[src/rtl/sfifo_ctrl.sv]
// sfifo_ctrl: single-clock FIFO controller wrapped around a dual-port FIFO memory.
// Owns the read/write pointers, the occupancy count and the status flags, and
// re-times returning read data with a valid strobe matching the memory latency.
// Optional feature macro: SFIFO_ALMOST_FLAGS_EN builds the afull/aempty registers;
// without it both outputs are tied low and the thresholds are ignored.
module sfifo_ctrl #(
  parameter int p_nbit_d        = 8,
  parameter int p_nbit_a        = 4,
  parameter int p_output_reg_en = 1,
  parameter int p_afull_th      = 12,
  parameter int p_aempty_th     = 2
) (
  input  logic                clk,
  input  logic                rst,
  input  logic                wr,
  input  logic [p_nbit_d-1:0] wdata,
  input  logic                rd,
  input  logic                err_clr,
  output logic [p_nbit_d-1:0] dout,
  output logic                dout_vld,
  output logic                full,
  output logic                empty,
  output logic                afull,
  output logic                aempty,
  output logic [p_nbit_a:0]   usedw,
  output logic                overflow,
  output logic                underflow,
  output logic                mem_wr,
  output logic [p_nbit_a-1:0] mem_waddr,
  output logic [p_nbit_d-1:0] mem_wdata,
  output logic                mem_rd,
  output logic [p_nbit_a-1:0] mem_raddr,
  input  logic [p_nbit_d-1:0] mem_rdata
);

  localparam int lat = 1 + p_output_reg_en;
  localparam logic [p_nbit_a:0] depth = {1'b1, {p_nbit_a{1'b0}}};
  localparam logic [p_nbit_a:0] one   = {{p_nbit_a{1'b0}}, 1'b1};

  logic [p_nbit_a:0] wptr_reg;
  logic [p_nbit_a:0] rptr_reg;
  logic [p_nbit_a:0] usedw_reg;
  logic [p_nbit_a:0] usedw_next;
  logic              full_reg;
  logic              empty_reg;
  logic              overflow_reg;
  logic              underflow_reg;
  logic [lat-1:0]    vld_reg;
  logic              wr_ok;
  logic              rd_ok;
  logic              unused_bits;

  // Requests are qualified by the registered flags only, so a same-cycle
  // read can never free space for a write (and vice versa). This keeps the
  // memory from ever seeing a read and a write to the same address.
  assign wr_ok = wr & ~full_reg;
  assign rd_ok = rd & ~empty_reg;

  assign mem_wr    = wr_ok;
  assign mem_wdata = wdata;
  assign mem_waddr = wptr_reg[p_nbit_a-1:0];
  assign mem_rd    = rd_ok;
  assign mem_raddr = rptr_reg[p_nbit_a-1:0];

  assign dout      = mem_rdata;
  assign dout_vld  = vld_reg[lat-1];
  assign usedw     = usedw_reg;
  assign full      = full_reg;
  assign empty     = empty_reg;
  assign overflow  = overflow_reg;
  assign underflow = underflow_reg;

  // Next occupancy: +1 on a lone write, -1 on a lone read, unchanged otherwise.
  always_comb begin
    usedw_next = usedw_reg;
    if (wr_ok && !rd_ok) begin
      usedw_next = usedw_reg + one;
    end else if (!wr_ok && rd_ok) begin
      usedw_next = usedw_reg - one;
    end
  end

  // Pointers, occupancy and full/empty flags, all registered from usedw_next.
  always_ff @(posedge clk) begin
    if (rst) begin
      wptr_reg  <= '0;
      rptr_reg  <= '0;
      usedw_reg <= '0;
      full_reg  <= 1'b0;
      empty_reg <= 1'b1;
    end else begin
      if (wr_ok) begin
        wptr_reg <= wptr_reg + one;
      end
      if (rd_ok) begin
        rptr_reg <= rptr_reg + one;
      end
      usedw_reg <= usedw_next;
      full_reg  <= (usedw_next == depth);
      empty_reg <= (usedw_next == '0);
    end
  end

  // Sticky error flags; a new error in the clearing cycle takes priority.
  always_ff @(posedge clk) begin
    if (rst) begin
      overflow_reg  <= 1'b0;
      underflow_reg <= 1'b0;
    end else begin
      if (wr && full_reg) begin
        overflow_reg <= 1'b1;
      end else if (err_clr) begin
        overflow_reg <= 1'b0;
      end
      if (rd && empty_reg) begin
        underflow_reg <= 1'b1;
      end else if (err_clr) begin
        underflow_reg <= 1'b0;
      end
    end
  end

  // Valid delay line, as long as the memory read latency; reset drops in-flight reads.
  always_ff @(posedge clk) begin
    if (rst) begin
      vld_reg <= '0;
    end else begin
      vld_reg[0] <= rd_ok;
      for (int i = 1; i < lat; i++) begin
        vld_reg[i] <= vld_reg[i-1];
      end
    end
  end

`ifdef SFIFO_ALMOST_FLAGS_EN
  localparam logic [p_nbit_a:0] afull_th  = (p_nbit_a+1)'(p_afull_th);
  localparam logic [p_nbit_a:0] aempty_th = (p_nbit_a+1)'(p_aempty_th);

  logic afull_reg;
  logic aempty_reg;

  // Almost-full/almost-empty flags compared against the next occupancy.
  always_ff @(posedge clk) begin
    if (rst) begin
      afull_reg  <= 1'b0;
      aempty_reg <= 1'b1;
    end else begin
      afull_reg  <= (usedw_next >= afull_th);
      aempty_reg <= (usedw_next <= aempty_th);
    end
  end

  assign afull       = afull_reg;
  assign aempty      = aempty_reg;
  assign unused_bits = wptr_reg[p_nbit_a] ^ rptr_reg[p_nbit_a];
`else
  assign afull       = 1'b0;
  assign aempty      = 1'b0;
  // Pointer MSBs only matter for wrap bookkeeping; thresholds are unused here.
  assign unused_bits = wptr_reg[p_nbit_a] ^ rptr_reg[p_nbit_a] ^ (p_afull_th > p_aempty_th);
`endif

endmodule

[config.mk]
export PLATFORM = sky130hd
export DESIGN_NAME = sfifo_ctrl
export DESIGN_NICKNAME = d
export VERILOG_FILES = /design/src/rtl/sfifo_ctrl.sv
export SDC_FILE = /design/constraint.sdc
export NUM_CORES = 1
export LEC_CHECK = 0
export BUFFER_PORTS_ARGS = -buffer_cell sky130_fd_sc_hd__buf_4
export CORE_ASPECT_RATIO = 1.1
export CORE_MARGIN = 4
export CORE_UTILIZATION = 46
export DETAILED_ROUTE_END_ITERATION = 16
export PLACE_DENSITY = 0.85
export SLEW_MARGIN = 20
export SYNTH_ARGS = -nofsm -noshare
export SYNTH_HDL_FRONTEND = slang
export SYNTH_SLANG_ARGS = --single-unit
export TNS_END_PERCENT = 20
[constraint.sdc]
create_clock -name clk -period 3.6 [get_ports clk]
set_clock_uncertainty 0.15 [all_clocks]
set_input_delay 0.72 -clock clk [delete_from_list [all_inputs] [get_ports clk]]
set_output_delay 0.72 -clock clk [all_outputs]
set_load 0.02 [all_outputs]
== After elaboration in Yosys (flattened, before gate mapping) ==
Cells that the tools add are included.

* Add/sub/neg operators: 4
* Multipliers: 0
* Div/mod/pow operators: 0
* Order comparisons: 0
* Equal/unequal tests: 1
* Shifts and indexed selects: 0
* Muxes and demuxes: 5
* Bitwise gates (word level): 4
* Reduce and logical (&&, ||, !) cells: 9

{| class="wikitable"
|+ Operators with widths
! cell !! number
|-
| $add 5x1->5 const B || 3
|-
| $mux 5 || 2
|-
| $eq 5x5->1 const B || 1
|-
| $logic_not 5->1 || 1
|-
| $sub 5x1->5 const B || 1
|-
| $logic_and 1x1->1 || 4
|-
| $reduce_bool 2->1 || 2
|-
| $mux 1 || 3
|-
| $and 1x1->1 || 2
|-
| $logic_not 1->1 || 2
|-
| $not 1->1 || 2
|}

* Register bits: 21
* Latch bits: 0
* RAM bits: 0
* ROM bits: 0
* Output and inout port bits: 38
* Logic and storage cells: 31
* Memories kept: 0

== Depth between registers and ports, before layout ==
Gate-level depths: netlist of run 1.

* Depth after elaboration: 7
* Depth in mapped cells: 7

== Worst setup path before layout of run 1 ==
OpenSTA, ideal clock, no wires.

* Path kind: input to register
* Start: input port rd
* End: register full_reg (netlist: full)
* Library setup time: 0.092 ns
* Arrival time: 1.621 ns
* Setup slack: 1.737 ns
* Stages: 7
* Buffers on the path: 1
* Path through: nand2b_4 > buf_8 > inv_8 > nand2_4 > o32ai_2 > xor2_1 > nor4_1

* Cells in the longest elaborated chain, start to end: 5
* Elaborated cells on any way between the ends: 7
* Those cells by class: 1 x eq/ne; 2 x mux; 1 x bitwise; 3 x reduce/logical

{| class="wikitable"
|+ Ends and longest elaborated chain
! element !! RTL line !! text
|-
| start: declaration || 17 || <nowiki>input logic rd,</nowiki>
|-
| $and 1x1->1 (*) || 57 || <nowiki>assign rd_ok = rd & ~empty_reg;</nowiki>
|-
| net mem_rd || 31 || <nowiki>output logic mem_rd,</nowiki>
|-
| $logic_and 1x1->1 or $logic_not 1->1 (tied branches) || 78, 76 ||
|-
| $mux 5 or $logic_and 1x1->1 (tied branches) || 78, 76 ||
|-
| $mux 5 (*) || 76 || <nowiki>if (wr_ok && !rd_ok) begin</nowiki>
|-
| $eq 5x5->1 (*) || 99 || <nowiki>full_reg <= (usedw_next == depth);</nowiki>
|-
| end signal: assignment || 99 ||
|-
| end: declaration || 44 || <nowiki>logic full_reg;</nowiki>
|}

The timed path passes the listed nets; every way through them passes the cells marked *.
A chain may end at the register's enable or synchronous reset.

== Worst setup path after layout of run 1 ==
* Start: input port rd
* End: output port mem_rd

* Cells in the longest elaborated chain, start to end: 1

{| class="wikitable"
|+ Ends and longest elaborated chain
! element !! RTL line
|-
| $and 1x1->1 || 57
|-
| end: declaration || 31
|}

No other way between the ends.

==> impl_metrics.prom, run 1 <==
# TYPE chip_impl_metric gauge
chip_impl_metric{name="power_density",unit="nW/µm²"} 560
chip_impl_metric{name="max_freq",unit="MHz"} 484
chip_impl_info{name="timing.rr.start",value="usedw[0]$_SDFF_PP0_"} 1
chip_impl_metric{name="finish.utilization",unit="%"} 53.8
chip_impl_metric{name="post_layout_nonfiller_instances",unit=""} 151
chip_impl_metric{name="start_util",unit="%"} 49.9
chip_impl_info{name="critPathTopFamily",value="buffers and inverters"} 1
chip_impl_metric{name="p_total",unit="mW"} 0.628
chip_impl_metric{name="grt_pass1_wl",unit="mm"} 3.16
chip_impl_metric{name="synthesis.area",unit="µm²"} 1040
chip_impl_info{name="critPathSlowestCell",value="sky130_fd_sc_hd__buf_4"} 1
chip_impl_metric{name="final.setup.worst_slack",unit="ps"} 1540
chip_impl_info{name="end_kind",value="primary output"} 1
chip_impl_info{name="cts_root_buf",value="sky130_fd_sc_hd__clkbuf_4"} 1
chip_impl_info{name="run_status",value="complete, no violations"} 1
chip_impl_metric{name="final_net_count",unit=""} 149
chip_impl_metric{name="final_cell_area",unit="µm²"} 1120
chip_impl_info{name="critical_path.reg2reg.endpoint",value="empty$_SDFF_PP1_"} 1
chip_impl_metric{name="cp_data_arrival_time",unit="ps"} 1200
chip_impl_info{name="critical_path.most_common_cell",value="sky130_fd_sc_hd__buf_4"} 1
chip_impl_metric{name="crit_buf_inv",unit=""} 3
chip_impl_metric{name="final_period_minus_worst_setup_slack",unit="ps"} 2070
chip_impl_metric{name="design.die.area",unit="µm²"} 3090
chip_impl_metric{name="via_count",unit=""} 766
chip_impl_metric{name="path_clk_slew",unit="ps"} 100
chip_impl_metric{name="drt_pass1_iterations",unit=""} 4
chip_impl_metric{name="synthArstFlopShare",unit="%"} 0
chip_impl_metric{name="max_cap_viol_count",unit=""} 0
chip_impl_metric{name="ir_worst_vdd",unit="mV"} 0.288
chip_impl_metric{name="port-buffer-count",unit=""} 24
chip_impl_metric{name="largest_register_ff_count",unit=""} 5
chip_impl_info{name="dominantRegCellSynth",value="sky130_fd_sc_hd__dfxtp_1"} 1
chip_impl_metric{name="synthSimpleGateAreaFrac",unit="%"} 21.2
chip_impl_metric{name="postCtsHoldBufs",unit=""} 0
chip_impl_info{name="commonest_non_fill_non_tap_cell_in_the_layout",value="sky130_fd_sc_hd__buf_4"} 1
chip_impl_metric{name="synth_largest_type_area_fraction",unit="%"} 36.5
chip_impl_metric{name="antenna_left",unit=""} 0
chip_impl_info{name="yosysTopAreaCell",value="sky130_fd_sc_hd__dfxtp_1"} 1
chip_impl_info{name="dominant_combinational_cell_family_by_area_after_synthesis",value="simple AND/OR/NAND/NOR gates"} 1
chip_impl_metric{name="clock_insertion_delay_worst_skew",unit="ps"} 290
chip_impl_metric{name="post_detailed_routing_wire_length",unit="mm"} 1.92
chip_impl_metric{name="fp.dieH",unit="µm"} 57.9
chip_impl_metric{name="drc",unit=""} 0
chip_impl_metric{name="clockBufferDepth",unit=""} 2
chip_impl_metric{name="drive_above_1_share",unit="%"} 27.6
chip_impl_metric{name="cts-htree-levels",unit=""} 1
chip_impl_metric{name="synth-seq-area-share",unit="%"} 36.5
chip_impl_metric{name="worst_path_largest_cell_delay",unit="ps"} 150
chip_impl_metric{name="grt_pass1_vias",unit=""} 746
chip_impl_metric{name="synth_compound_area_share",unit="%"} 9.50
chip_impl_metric{name="final.period_utilization",unit="%"} 57.4
chip_impl_info{name="post_synth_main_area_contributors",value="sky130_fd_sc_hd__dfxtp_1 37%, sky130_fd_sc_hd__buf_4 13%, sky130_fd_sc_hd__nor2_1 5.4%"} 1
chip_impl_metric{name="yosys.area_share.adder",unit="%"} 4.81
chip_impl_metric{name="placementRows",unit=""} 17
chip_impl_metric{name="post_synth_xor_area_fraction",unit="%"} 8.41
chip_impl_metric{name="fin_hold_ws",unit="ps"} 315
chip_impl_metric{name="worstPathRequired",unit="ps"} 2730
chip_impl_metric{name="synth_edf_count",unit=""} 0
chip_impl_metric{name="wl_per_cell",unit="µm"} 12.7
chip_impl_metric{name="slew_viol_final",unit=""} 0
chip_impl_metric{name="number_of_primary_i_o_pins",unit=""} 59
chip_impl_metric{name="grt_start_max_net_pins",unit=""} 19
chip_impl_metric{name="ys_seq_elements",unit=""} 19
chip_impl_metric{name="grt_remaining_overflow",unit=""} 0
chip_impl_metric{name="area_of_the_core_region",unit="µm²"} 2080
chip_impl_metric{name="avgViaCountPerCell",unit=""} 5.07
chip_impl_metric{name="synth_cell_type_count",unit=""} 32
chip_impl_info{name="critPathLaunchType",value="input pin"} 1
chip_impl_metric{name="worst-path-max-fanout",unit=""} 9
chip_impl_metric{name="placer_s_final_routability_congestion_estimate",unit=""} 0.811
chip_impl_metric{name="cts.sink_count",unit=""} 19
chip_impl_metric{name="n_antenna_cell",unit=""} 0
chip_impl_metric{name="place_hpwl",unit="mm"} 1.48
chip_impl_metric{name="synthesis.yosys.warnings",unit=""} 0
chip_impl_metric{name="cts-buffers-inserted",unit=""} 3
chip_impl_metric{name="rr_worst_depth",unit=""} 5
chip_impl_metric{name="floorplan_die_width",unit="µm"} 53.4
chip_impl_info{name="worst_setup_path_startpoint",value="rd"} 1
chip_impl_metric{name="drt_iter0_drc",unit=""} 21
chip_impl_metric{name="number_of_instances_in_the_synthesized_netlist",unit=""} 115
chip_impl_metric{name="worst_setup_slack_for_register_to_register_paths",unit="ps"} 1820
chip_impl_metric{name="total_count_of_hold_check_failures_in_the_final_report",unit=""} 0
chip_impl_metric{name="dpl.cell_count",unit=""} 147
chip_impl_info{name="mostFrequentLayoutCells",value="24 x sky130_fd_sc_hd__buf_4, 19 x sky130_fd_sc_hd__dfxtp_1, 15 x sky130_fd_sc_hd__nor2_1"} 1
chip_impl_metric{name="detailed_place.area",unit="µm²"} 1090
chip_impl_info{name="setup.worst_path.class",value="in -> out"} 1
chip_impl_info{name="hold_path_class",value="reg -> reg"} 1
chip_impl_metric{name="area_growth_syn_to_layout",unit="%"} 7.69
chip_impl_info{name="tritoncts_clock_tree",value="done"} 1
chip_impl_metric{name="post_cts_sizing_count",unit=""} 0
chip_impl_metric{name="postCtsSetupRepairBufs",unit=""} 0
chip_impl_metric{name="setup_failing_eps_final",unit=""} 0
chip_impl_metric{name="grt_antenna_before_repair",unit=""} 0
chip_impl_metric{name="synth_area_per_cell",unit="µm²"} 9.05
chip_impl_metric{name="critical_path_depth",unit=""} 4
chip_impl_metric{name="place_ws",unit="ps"} 1530
chip_impl_metric{name="yosys-mux-area-fraction",unit="%"} 0
chip_impl_metric{name="leakage",unit="nW"} 0.501
chip_impl_info{name="critical_path.endpoint",value="mem_rd"} 1
chip_impl_info{name="grt_setup_unrepaired",value="no"} 1
chip_impl_metric{name="setup_tns",unit="ps"} 0
chip_impl_info{name="worstPathCellList",value="buf_4 > nand2b_4 > inv_8 > buf_4"} 1
chip_impl_metric{name="globalRouteTotalUtil",unit="%"} 13.8
## synthesized netlist by cell type, drive strengths merged, types with 2 or more instances
cell type / instances
buf: 20
dfxtp: 19
nor2: 15
nand2: 12
inv: 6
xor2: 6
ha: 4
xnor2: 4
a21oi: 3
nand3: 3
nand4: 3
a211oi: 2
a22oi: 2
nand2b: 2
nor3: 2
o31ai: 2
## worst min-delay path by stage
stage	to	cells past startpoint	startpoint	slack, ps
2_1_floorplan	vld_reg[1]$_SDFF_PP0_	1	vld_reg[0]$_SDFF_PP0_	260
3_3_place_gp	vld_reg[1]$_SDFF_PP0_	1	vld_reg[0]$_SDFF_PP0_	270
3_5_place_dp	vld_reg[1]$_SDFF_PP0_	1	vld_reg[0]$_SDFF_PP0_	290
4_1_cts	vld_reg[1]$_SDFF_PP0_	1	vld_reg[0]$_SDFF_PP0_	320
5_1_grt	vld_reg[1]$_SDFF_PP0_	1	vld_reg[0]$_SDFF_PP0_	340
6_report	vld_reg[1]$_SDFF_PP0_	1	vld_reg[0]$_SDFF_PP0_	320
## layer usage
metal / track usage [%] / vias to the layer above / wire [µm]
li1: - / 377 / -
met1: 14.3 / 347 / 778
met2: 23.1 / 34 / 971
met3: 3.86 / 8 / 130
met4: 9.85 / 0 / 44
met5: 0 / - / 0
## logic make-up after synthesis
group / count (synthesis)
xor gates and xnor gates: 10
AOI/OAI and AO/OA: 13
other: 1
DFF: 19
buffers and inverters: 27
and+or+nand+nor: 41
adders and majority gates: 4
## where the power goes
part | leakage (nW) | total, mW | internal, mW | switching (mW)
registers | 0.155 | 0.274 | 0.239 | 0.0344
clock network | 0.0150 | 0.104 | 0.0431 | 0.0607
logic | 0.330 | 0.250 | 0.106 | 0.144
## layout make-up
class	count	area [µm²]
inverters	6	35.0
multi-input cells	70	464
flip-flops and latches	19	380
repair buffers	24	180
fillers	188	963
well taps	28	35.0
clock buffers	4	26.3
Note: power is estimated with default switching activity, not from simulation.
==> inputs of run 2 (changes only) <==
--- a/config.mk
+++ b/config.mk
@@ -8,9 +8,9 @@
 export BUFFER_PORTS_ARGS = -buffer_cell sky130_fd_sc_hd__buf_4
 export CORE_ASPECT_RATIO = 1.1
 export CORE_MARGIN = 4
-export CORE_UTILIZATION = 46
+export CORE_UTILIZATION = 39
 export DETAILED_ROUTE_END_ITERATION = 16
-export PLACE_DENSITY = 0.85
+export PLACE_DENSITY = 0.77
 export SLEW_MARGIN = 20
 export SYNTH_ARGS = -nofsm -noshare
 export SYNTH_HDL_FRONTEND = slang
==> constraint.sdc (replaced) <==
create_clock -name clk -period 1.7 [get_ports clk]
set_clock_uncertainty 0.15 [all_clocks]
set_input_delay 0.34 -clock clk [delete_from_list [all_inputs] [get_ports clk]]
set_output_delay 0.34 -clock clk [all_outputs]
set_load 0.02 [all_outputs]
==> run 2 against run 1 <==
Effect of this change: critical path depth grew 2; worst setup slack worse by 1400 ps; first-iteration DRC count increased by 52%; routed wire length up 7.5%; sequential share of layout area fell by 0.74 points; final area grew 2.9%; power increased by 120%; critical endpoint is now full$_SDFF_PP0_.
==> impl_metrics.prom, run 2 (synthesis gave the netlist of run 1 again) <==
# TYPE chip_impl_metric gauge
chip_impl_metric{name="use_met1",unit="%"} 14.1
chip_impl_metric{name="setup_failing_eps_final",unit=""} 0
chip_impl_metric{name="area_of_the_core_region",unit="µm²"} 2520
chip_impl_metric{name="number_of_primary_i_o_pins",unit=""} 59
chip_impl_metric{name="globalRouteTotalUtil",unit="%"} 12.5
chip_impl_metric{name="place_ws",unit="ps"} 47.0
chip_impl_metric{name="path_clk_slew",unit="ps"} 110
chip_impl_metric{name="gr-usage-met2",unit="%"} 19.1
chip_impl_metric{name="grt_start_max_net_pins",unit=""} 19
chip_impl_metric{name="worstPathRequired",unit="ps"} 1780
chip_impl_info{name="tritoncts_clock_tree",value="done"} 1
chip_impl_metric{name="drt_iter0_drc",unit=""} 32
chip_impl_metric{name="total_count_of_hold_check_failures_in_the_final_report",unit=""} 0
chip_impl_metric{name="dpl.cell_count",unit=""} 152
chip_impl_metric{name="worst_setup_slack_for_register_to_register_paths",unit="ps"} 90
chip_impl_metric{name="drt_pass1_iterations",unit=""} 4
chip_impl_metric{name="port-buffer-count",unit=""} 24
chip_impl_info{name="critPathTopFamily",value="simple AND/OR/NAND/NOR gates"} 1
chip_impl_info{name="grt_setup_unrepaired",value="no"} 1
chip_impl_metric{name="grt_pass1_wl",unit="mm"} 3.53
chip_impl_metric{name="via_count",unit=""} 782
chip_impl_metric{name="cts-htree-levels",unit=""} 1
chip_impl_metric{name="drc",unit=""} 0
chip_impl_metric{name="crit_buf_inv",unit=""} 1
chip_impl_info{name="critPathSlowestCell",value="sky130_fd_sc_hd__dfxtp_2"} 1
chip_impl_metric{name="grt_remaining_overflow",unit=""} 0
chip_impl_metric{name="netSwitchingFraction",unit="%"} 38.6
chip_impl_metric{name="grt.met3_usage",unit="%"} 3.52
chip_impl_metric{name="cts.sink_count",unit=""} 19
chip_impl_metric{name="leakage",unit="nW"} 0.520
chip_impl_metric{name="antenna_left",unit=""} 0
chip_impl_metric{name="area_growth_syn_to_layout",unit="%"} 10.8
chip_impl_metric{name="clock_insertion_delay_worst_skew",unit="ps"} 310
chip_impl_metric{name="critical_path_depth",unit=""} 6
chip_impl_metric{name="cts-buffers-inserted",unit=""} 3
chip_impl_metric{name="place_hpwl",unit="mm"} 1.62
chip_impl_metric{name="design.die.area",unit="µm²"} 3560
chip_impl_metric{name="rr_worst_depth",unit=""} 6
chip_impl_metric{name="combPwrFrac",unit="%"} 41.5
chip_impl_info{name="grt.busiest_layer",value="met2"} 1
chip_impl_info{name="mostFrequentLayoutCells",value="27 x sky130_fd_sc_hd__buf_4, 17 x sky130_fd_sc_hd__dfxtp_1, 15 x sky130_fd_sc_hd__nor2_1"} 1
chip_impl_metric{name="max_freq",unit="MHz"} 622
chip_impl_metric{name="cp_data_arrival_time",unit="ps"} 1680
chip_impl_metric{name="worst-path-max-fanout",unit=""} 9
chip_impl_metric{name="setup_tns",unit="ps"} 0
chip_impl_metric{name="sequentialPowerShare",unit="%"} 41.2
chip_impl_metric{name="finish.utilization",unit="%"} 45.8
chip_impl_metric{name="fp.dieH",unit="µm"} 62.2
chip_impl_info{name="run_status",value="complete, no violations"} 1
chip_impl_info{name="critical_path.reg2reg.endpoint",value="full$_SDFF_PP0_"} 1
chip_impl_metric{name="drive_above_1_share",unit="%"} 31.7
chip_impl_metric{name="ir_worst_vdd",unit="mV"} 0.507
chip_impl_metric{name="grt_antenna_before_repair",unit=""} 0
chip_impl_metric{name="final.period_utilization",unit="%"} 94.5
chip_impl_metric{name="post_detailed_routing_wire_length",unit="mm"} 2.07
chip_impl_metric{name="slew_viol_final",unit=""} 0
chip_impl_info{name="critical_path.endpoint",value="full$_SDFF_PP0_"} 1
chip_impl_metric{name="final_period_minus_worst_setup_slack",unit="ps"} 1610
chip_impl_metric{name="floorplan_die_width",unit="µm"} 57.3
chip_impl_info{name="end_kind",value="flop"} 1
chip_impl_metric{name="power.switching",unit="mW"} 0.531
chip_impl_metric{name="final_net_count",unit=""} 152
chip_impl_metric{name="n_antenna_cell",unit=""} 0
chip_impl_info{name="cts_root_buf",value="sky130_fd_sc_hd__clkbuf_4"} 1
chip_impl_metric{name="avgViaCountPerCell",unit=""} 4.98
chip_impl_metric{name="placer_s_final_routability_congestion_estimate",unit=""} 0.845
chip_impl_metric{name="max_cap_viol_count",unit=""} 0
chip_impl_metric{name="worst_path_largest_cell_delay",unit="ps"} 350
chip_impl_info{name="hold_path_class",value="in -> reg"} 1
chip_impl_info{name="timing.rr.start",value="full$_SDFF_PP0_"} 1
chip_impl_metric{name="largest_register_ff_count",unit=""} 5
chip_impl_info{name="critPathLaunchType",value="flop"} 1
chip_impl_metric{name="post_layout_nonfiller_instances",unit=""} 157
chip_impl_metric{name="grt_pass1_vias",unit=""} 741
chip_impl_metric{name="final.setup.worst_slack",unit="ps"} 92.9
chip_impl_metric{name="postCtsHoldBufs",unit=""} 0
chip_impl_metric{name="clockBufferDepth",unit=""} 2
chip_impl_metric{name="power_density",unit="nW/µm²"} 1190
chip_impl_metric{name="wl_per_cell",unit="µm"} 13.2
chip_impl_info{name="worstPathCellList",value="nand2b_4 > inv_8 > nand3_4 > o22a_1 > xor2_1 > nor4_1"} 1
chip_impl_metric{name="placementRows",unit=""} 19
chip_impl_metric{name="clock_power_share",unit="%"} 17.3
chip_impl_metric{name="p_int",unit="mW"} 0.844
chip_impl_info{name="setup.worst_path.class",value="reg -> reg"} 1
chip_impl_info{name="commonest_non_fill_non_tap_cell_in_the_layout",value="sky130_fd_sc_hd__buf_4"} 1
chip_impl_info{name="worst_setup_path_startpoint",value="full$_SDFF_PP0_"} 1
chip_impl_metric{name="start_util",unit="%"} 41.3
run 2: final cells by class:
class                           count  area (µm²)
Inverter                            6        37.5
Clock buffer                        3        22.5
Fill cell                         246        1370
Timing Repair Buffer               27         203
Tap cell                           31        38.8
Multi-Input combinational cell     70         464
Clock inverter                      1        5.00
Sequential cell                    19         383
run 2: repair_timing:
action | CTS | global route
endpoints found under the setup margin | 0 | 4
gates resized for setup | 0 | 3
setup buffers | 0 | 1
run 2: worst register-to-register path: cells and delay by family (launching register included):
family,cells,cell delay (ps)
xor gates and xnor gates,1,180
buffers and inverters,1,110
and+or+nand+nor,3,490
AOI/OAI and AO/OA,1,260
DFF,1,350
run 2: how the worst min path moves through the flow:
stage / from / to / slack, ps / depth (start not counted)
final: wr / overflow$_SDFFE_PP0P_ / 160 / 3
after global placement: vld_reg[0]$_SDFF_PP0_ / vld_reg[1]$_SDFF_PP0_ / 270 / 1
after floorplan: vld_reg[0]$_SDFF_PP0_ / vld_reg[1]$_SDFF_PP0_ / 260 / 1
after detailed placement: vld_reg[0]$_SDFF_PP0_ / vld_reg[1]$_SDFF_PP0_ / 280 / 1
after CTS: wr / overflow$_SDFFE_PP0P_ / 150 / 3
after global routing: rst / vld_reg[1]$_SDFF_PP0_ / 170 / 2
run 2: metal layers:
layer / wire length, µm / vias up
met5: 0 / -
li1: - / 384
met2: 1020 / 32
met3: 159 / 7
met1: 821 / 359
met4: 72 / 0
run 2: power groups by stage:
stage	combinational, mW	sequential [mW]	clock, mW
after CTS	0.569	0.567	0.251
after floorplan	0.371	0.646	0
after global placement	0.555	0.573	0
final	0.570	0.567	0.239
after global routing	0.623	0.581	0.274
after detailed placement	0.566	0.577	0
run 2: metrics by stage:
stage                     area, µm²  power [mW]  hold WS (ps)
after global routing           1150        1.48           170
after detailed placement       1110        1.14           280
after global placement         1110        1.13           267
after CTS                      1140        1.39           151
final                          1150        1.38           157
after floorplan                1040        1.02           264
==> inputs of run 3 (changes only) <==
--- a/config.mk
+++ b/config.mk
@@ -7,7 +7,7 @@
 export LEC_CHECK = 0
 export BUFFER_PORTS_ARGS = -buffer_cell sky130_fd_sc_hd__buf_4
 export CORE_ASPECT_RATIO = 1.1
-export CORE_MARGIN = 4
+export CORE_MARGIN = 5
 export CORE_UTILIZATION = 39
 export DETAILED_ROUTE_END_ITERATION = 16
 export PLACE_DENSITY = 0.77
==> run 3 against run 2 <==
Effect of this change: power up 5.6%; routed wire length up 12%; cell count unchanged; via count up 0.51%; register-to-register slack worse by 70 ps; sequential power up 2%; die area up 6.8%.
==> impl_metrics.prom, run 3 (synthesis gave the netlist of run 1 again) <==
# TYPE chip_impl_metric gauge
chip_impl_metric{name="p_int",unit="mW"} 0.876
chip_impl_metric{name="leakage",unit="nW"} 0.526
chip_impl_metric{name="antenna_left",unit=""} 0
chip_impl_metric{name="fp.dieH",unit="µm"} 64.2
chip_impl_metric{name="place_ws",unit="ps"} 65.1
chip_impl_metric{name="final_net_count",unit=""} 152
chip_impl_metric{name="worstPathRequired",unit="ps"} 1740
chip_impl_metric{name="drt_pass1_iterations",unit=""} 4
chip_impl_metric{name="port-buffer-count",unit=""} 24
chip_impl_metric{name="power_density",unit="nW/µm²"} 1190
chip_impl_metric{name="number_of_primary_i_o_pins",unit=""} 59
chip_impl_metric{name="n_antenna_cell",unit=""} 0
chip_impl_metric{name="placementRows",unit=""} 19
chip_impl_metric{name="power.switching",unit="mW"} 0.577
chip_impl_metric{name="postCtsHoldBufs",unit=""} 0
chip_impl_info{name="mostFrequentLayoutCells",value="27 x sky130_fd_sc_hd__buf_4, 15 x sky130_fd_sc_hd__nor2_1, 15 x sky130_fd_sc_hd__dfxtp_1"} 1
chip_impl_info{name="hold-path-endpoint",value="overflow$_SDFFE_PP0P_"} 1
chip_impl_metric{name="slew_viol_final",unit=""} 0
chip_impl_metric{name="ir_worst_vdd",unit="mV"} 0.592
chip_impl_info{name="hold_path_class",value="in -> reg"} 1
chip_impl_metric{name="grt_start_max_net_pins",unit=""} 19
chip_impl_metric{name="placer_s_final_routability_congestion_estimate",unit=""} 0.871
chip_impl_info{name="setup.worst_path.class",value="reg -> reg"} 1
chip_impl_metric{name="design.die.area",unit="µm²"} 3800
chip_impl_metric{name="final.period_utilization",unit="%"} 98.7
chip_impl_metric{name="via_count",unit=""} 786
chip_impl_metric{name="netSwitchingFraction",unit="%"} 39.7
chip_impl_info{name="critical_path.reg2reg.endpoint",value="full$_SDFF_PP0_"} 1
chip_impl_info{name="cts_root_buf",value="sky130_fd_sc_hd__clkbuf_4"} 1
chip_impl_metric{name="grt_pass1_wl",unit="mm"} 3.45
chip_impl_info{name="run_status",value="complete, no violations"} 1
chip_impl_metric{name="total_count_of_hold_check_failures_in_the_final_report",unit=""} 0
chip_impl_metric{name="max_cap_viol_count",unit=""} 0
chip_impl_metric{name="clock_power_share",unit="%"} 16.0
chip_impl_metric{name="worst_setup_slack_for_register_to_register_paths",unit="ps"} 20
chip_impl_metric{name="cts.sink_count",unit=""} 19
chip_impl_metric{name="start_util",unit="%"} 41.3
chip_impl_metric{name="area_of_the_core_region",unit="µm²"} 2520
chip_impl_metric{name="clock_insertion_delay_worst_skew",unit="ps"} 300
chip_impl_metric{name="drt_iter0_drc",unit=""} 13
chip_impl_metric{name="place_hpwl",unit="mm"} 1.66
chip_impl_metric{name="combPwrFrac",unit="%"} 44.0
chip_impl_metric{name="sequentialPowerShare",unit="%"} 40.0
chip_impl_metric{name="clockBufferDepth",unit=""} 2
chip_impl_metric{name="max_freq",unit="MHz"} 596
chip_impl_metric{name="final_period_minus_worst_setup_slack",unit="ps"} 1680
chip_impl_metric{name="globalRouteTotalUtil",unit="%"} 11.3
chip_impl_info{name="critPathLaunchType",value="flop"} 1
chip_impl_metric{name="holdPathStages",unit=""} 3
chip_impl_metric{name="cts-htree-levels",unit=""} 1
chip_impl_metric{name="cp_data_arrival_time",unit="ps"} 1720
chip_impl_metric{name="grt_pass1_vias",unit=""} 781
chip_impl_metric{name="avgViaCountPerCell",unit=""} 5.01
chip_impl_metric{name="drc",unit=""} 0
chip_impl_info{name="hold_start",value="wr"} 1
chip_impl_metric{name="grt_antenna_before_repair",unit=""} 0
chip_impl_info{name="timing.rr.start",value="empty$_SDFF_PP1_"} 1
chip_impl_metric{name="p_total",unit="mW"} 1.45
chip_impl_metric{name="largest_register_ff_count",unit=""} 5
chip_impl_metric{name="final.setup.worst_slack",unit="ps"} 22.2
chip_impl_metric{name="post_detailed_routing_wire_length",unit="mm"} 2.31
chip_impl_metric{name="setup_failing_eps_final",unit=""} 0
chip_impl_metric{name="cts-buffers-inserted",unit=""} 3
chip_impl_metric{name="grt_remaining_overflow",unit=""} 0
chip_impl_metric{name="floorplan_die_width",unit="µm"} 59.3
chip_impl_info{name="commonest_non_fill_non_tap_cell_in_the_layout",value="sky130_fd_sc_hd__buf_4"} 1
chip_impl_metric{name="rr_worst_depth",unit=""} 6
chip_impl_metric{name="path_clk_slew",unit="ps"} 120
chip_impl_metric{name="wl_per_cell",unit="µm"} 14.7
chip_impl_metric{name="fin_hold_ws",unit="ps"} 167
chip_impl_metric{name="area_growth_syn_to_layout",unit="%"} 17.5
chip_impl_info{name="end_kind",value="flop"} 1
chip_impl_metric{name="drive_above_1_share",unit="%"} 39.7
chip_impl_info{name="grt_setup_unrepaired",value="yes"} 1
chip_impl_info{name="tritoncts_clock_tree",value="done"} 1
chip_impl_metric{name="worst-path-max-fanout",unit=""} 9
run 3: changes by cell type in the layout (fill, tap and decap cells not counted), moves of 2 or more:
| cell | previous run | this run |
|---|---|---|
| sky130_fd_sc_hd__dfxtp_1 | 17 | 15 |
| sky130_fd_sc_hd__dfxtp_2 | 2 | 4 |
| sky130_fd_sc_hd__xor2_1 | 6 | 4 |
| sky130_fd_sc_hd__xor2_2 | 0 | 2 |
run 3: what timing repair did:
action	4_1_cts	5_1_grt
endpoints found under the setup margin	0	2
gates resized for setup	0	14
setup buffers	0	2
run 3: area by class of cell:
| type | count | area (µm²) |
|---|---|---|
| clock buffers | 3 | 22.5 |
| clock inverters | 1 | 5.00 |
| fillers | 232 | 1300 |
| inverters | 6 | 37.5 |
| multi-input cells | 70 | 532 |
| flip-flops and latches | 19 | 385 |
| well taps | 31 | 38.8 |
| repair buffers | 27 | 203 |
run 3: per-stage QoR:
| stage | area, µm² | utilization, % | TNS, ps | instances |
|---|---|---|---|---|
| floorplan | 1040 | - | 0 | 116 |
| global placement | 1110 | 43.9 | 0 | 151 |
| detailed placement | 1110 | 43.9 | 0 | 151 |
| CTS | 1130 | 45.0 | 0 | 155 |
| global route | 1220 | 48.6 | -99.4 | 157 |
| finish | 1220 | 48.6 | 0 | 157 |
run 3: power by group through the flow:
stage	Sequential (mW)	Combinational, mW	Clock, mW
2_1_floorplan	0.646	0.371	0
3_3_place_gp	0.579	0.534	0
3_5_place_dp	0.582	0.540	0
4_1_cts	0.572	0.544	0.244
5_1_grt	0.593	0.695	0.260
6_report	0.581	0.639	0.233
run 3: critical path, stage by stage, from the launching register on:
cell and delay, ps:
sky130_fd_sc_hd__dfxtp_2 350, sky130_fd_sc_hd__nand2b_4 200, sky130_fd_sc_hd__inv_8 100, sky130_fd_sc_hd__nand3_1 110
sky130_fd_sc_hd__and3b_1 210, sky130_fd_sc_hd__o22ai_1 340, sky130_fd_sc_hd__nor4_2 100
run 3: how the worst max path moves through the flow:
stage	start	endpoint	slack [ps]	cells after the start
floorplan	usedw[0]$_SDFF_PP0_	empty$_SDFF_PP1_	20	5
global placement	wr	full$_SDFF_PP0_	90	7
detailed placement	wr	full$_SDFF_PP0_	70	7
CTS	usedw[1]$_SDFF_PP0_	empty$_SDFF_PP1_	50	5
global route	full$_SDFF_PP0_	empty$_SDFF_PP1_	-60	6
finish	empty$_SDFF_PP1_	full$_SDFF_PP0_	20	6
run 3: routing by layer:
| layer | vias up | part of all wire, % | track usage, % |
|---|---|---|---|
| met5 | - | 0 | 0 |
| li1 | 381 | - | - |
| met3 | 4 | 10 | 3.22 |
| met2 | 38 | 53 | 20.9 |
| met1 | 363 | 35 | 11.1 |
| met4 | 0 | 1.3 | 5.38 |
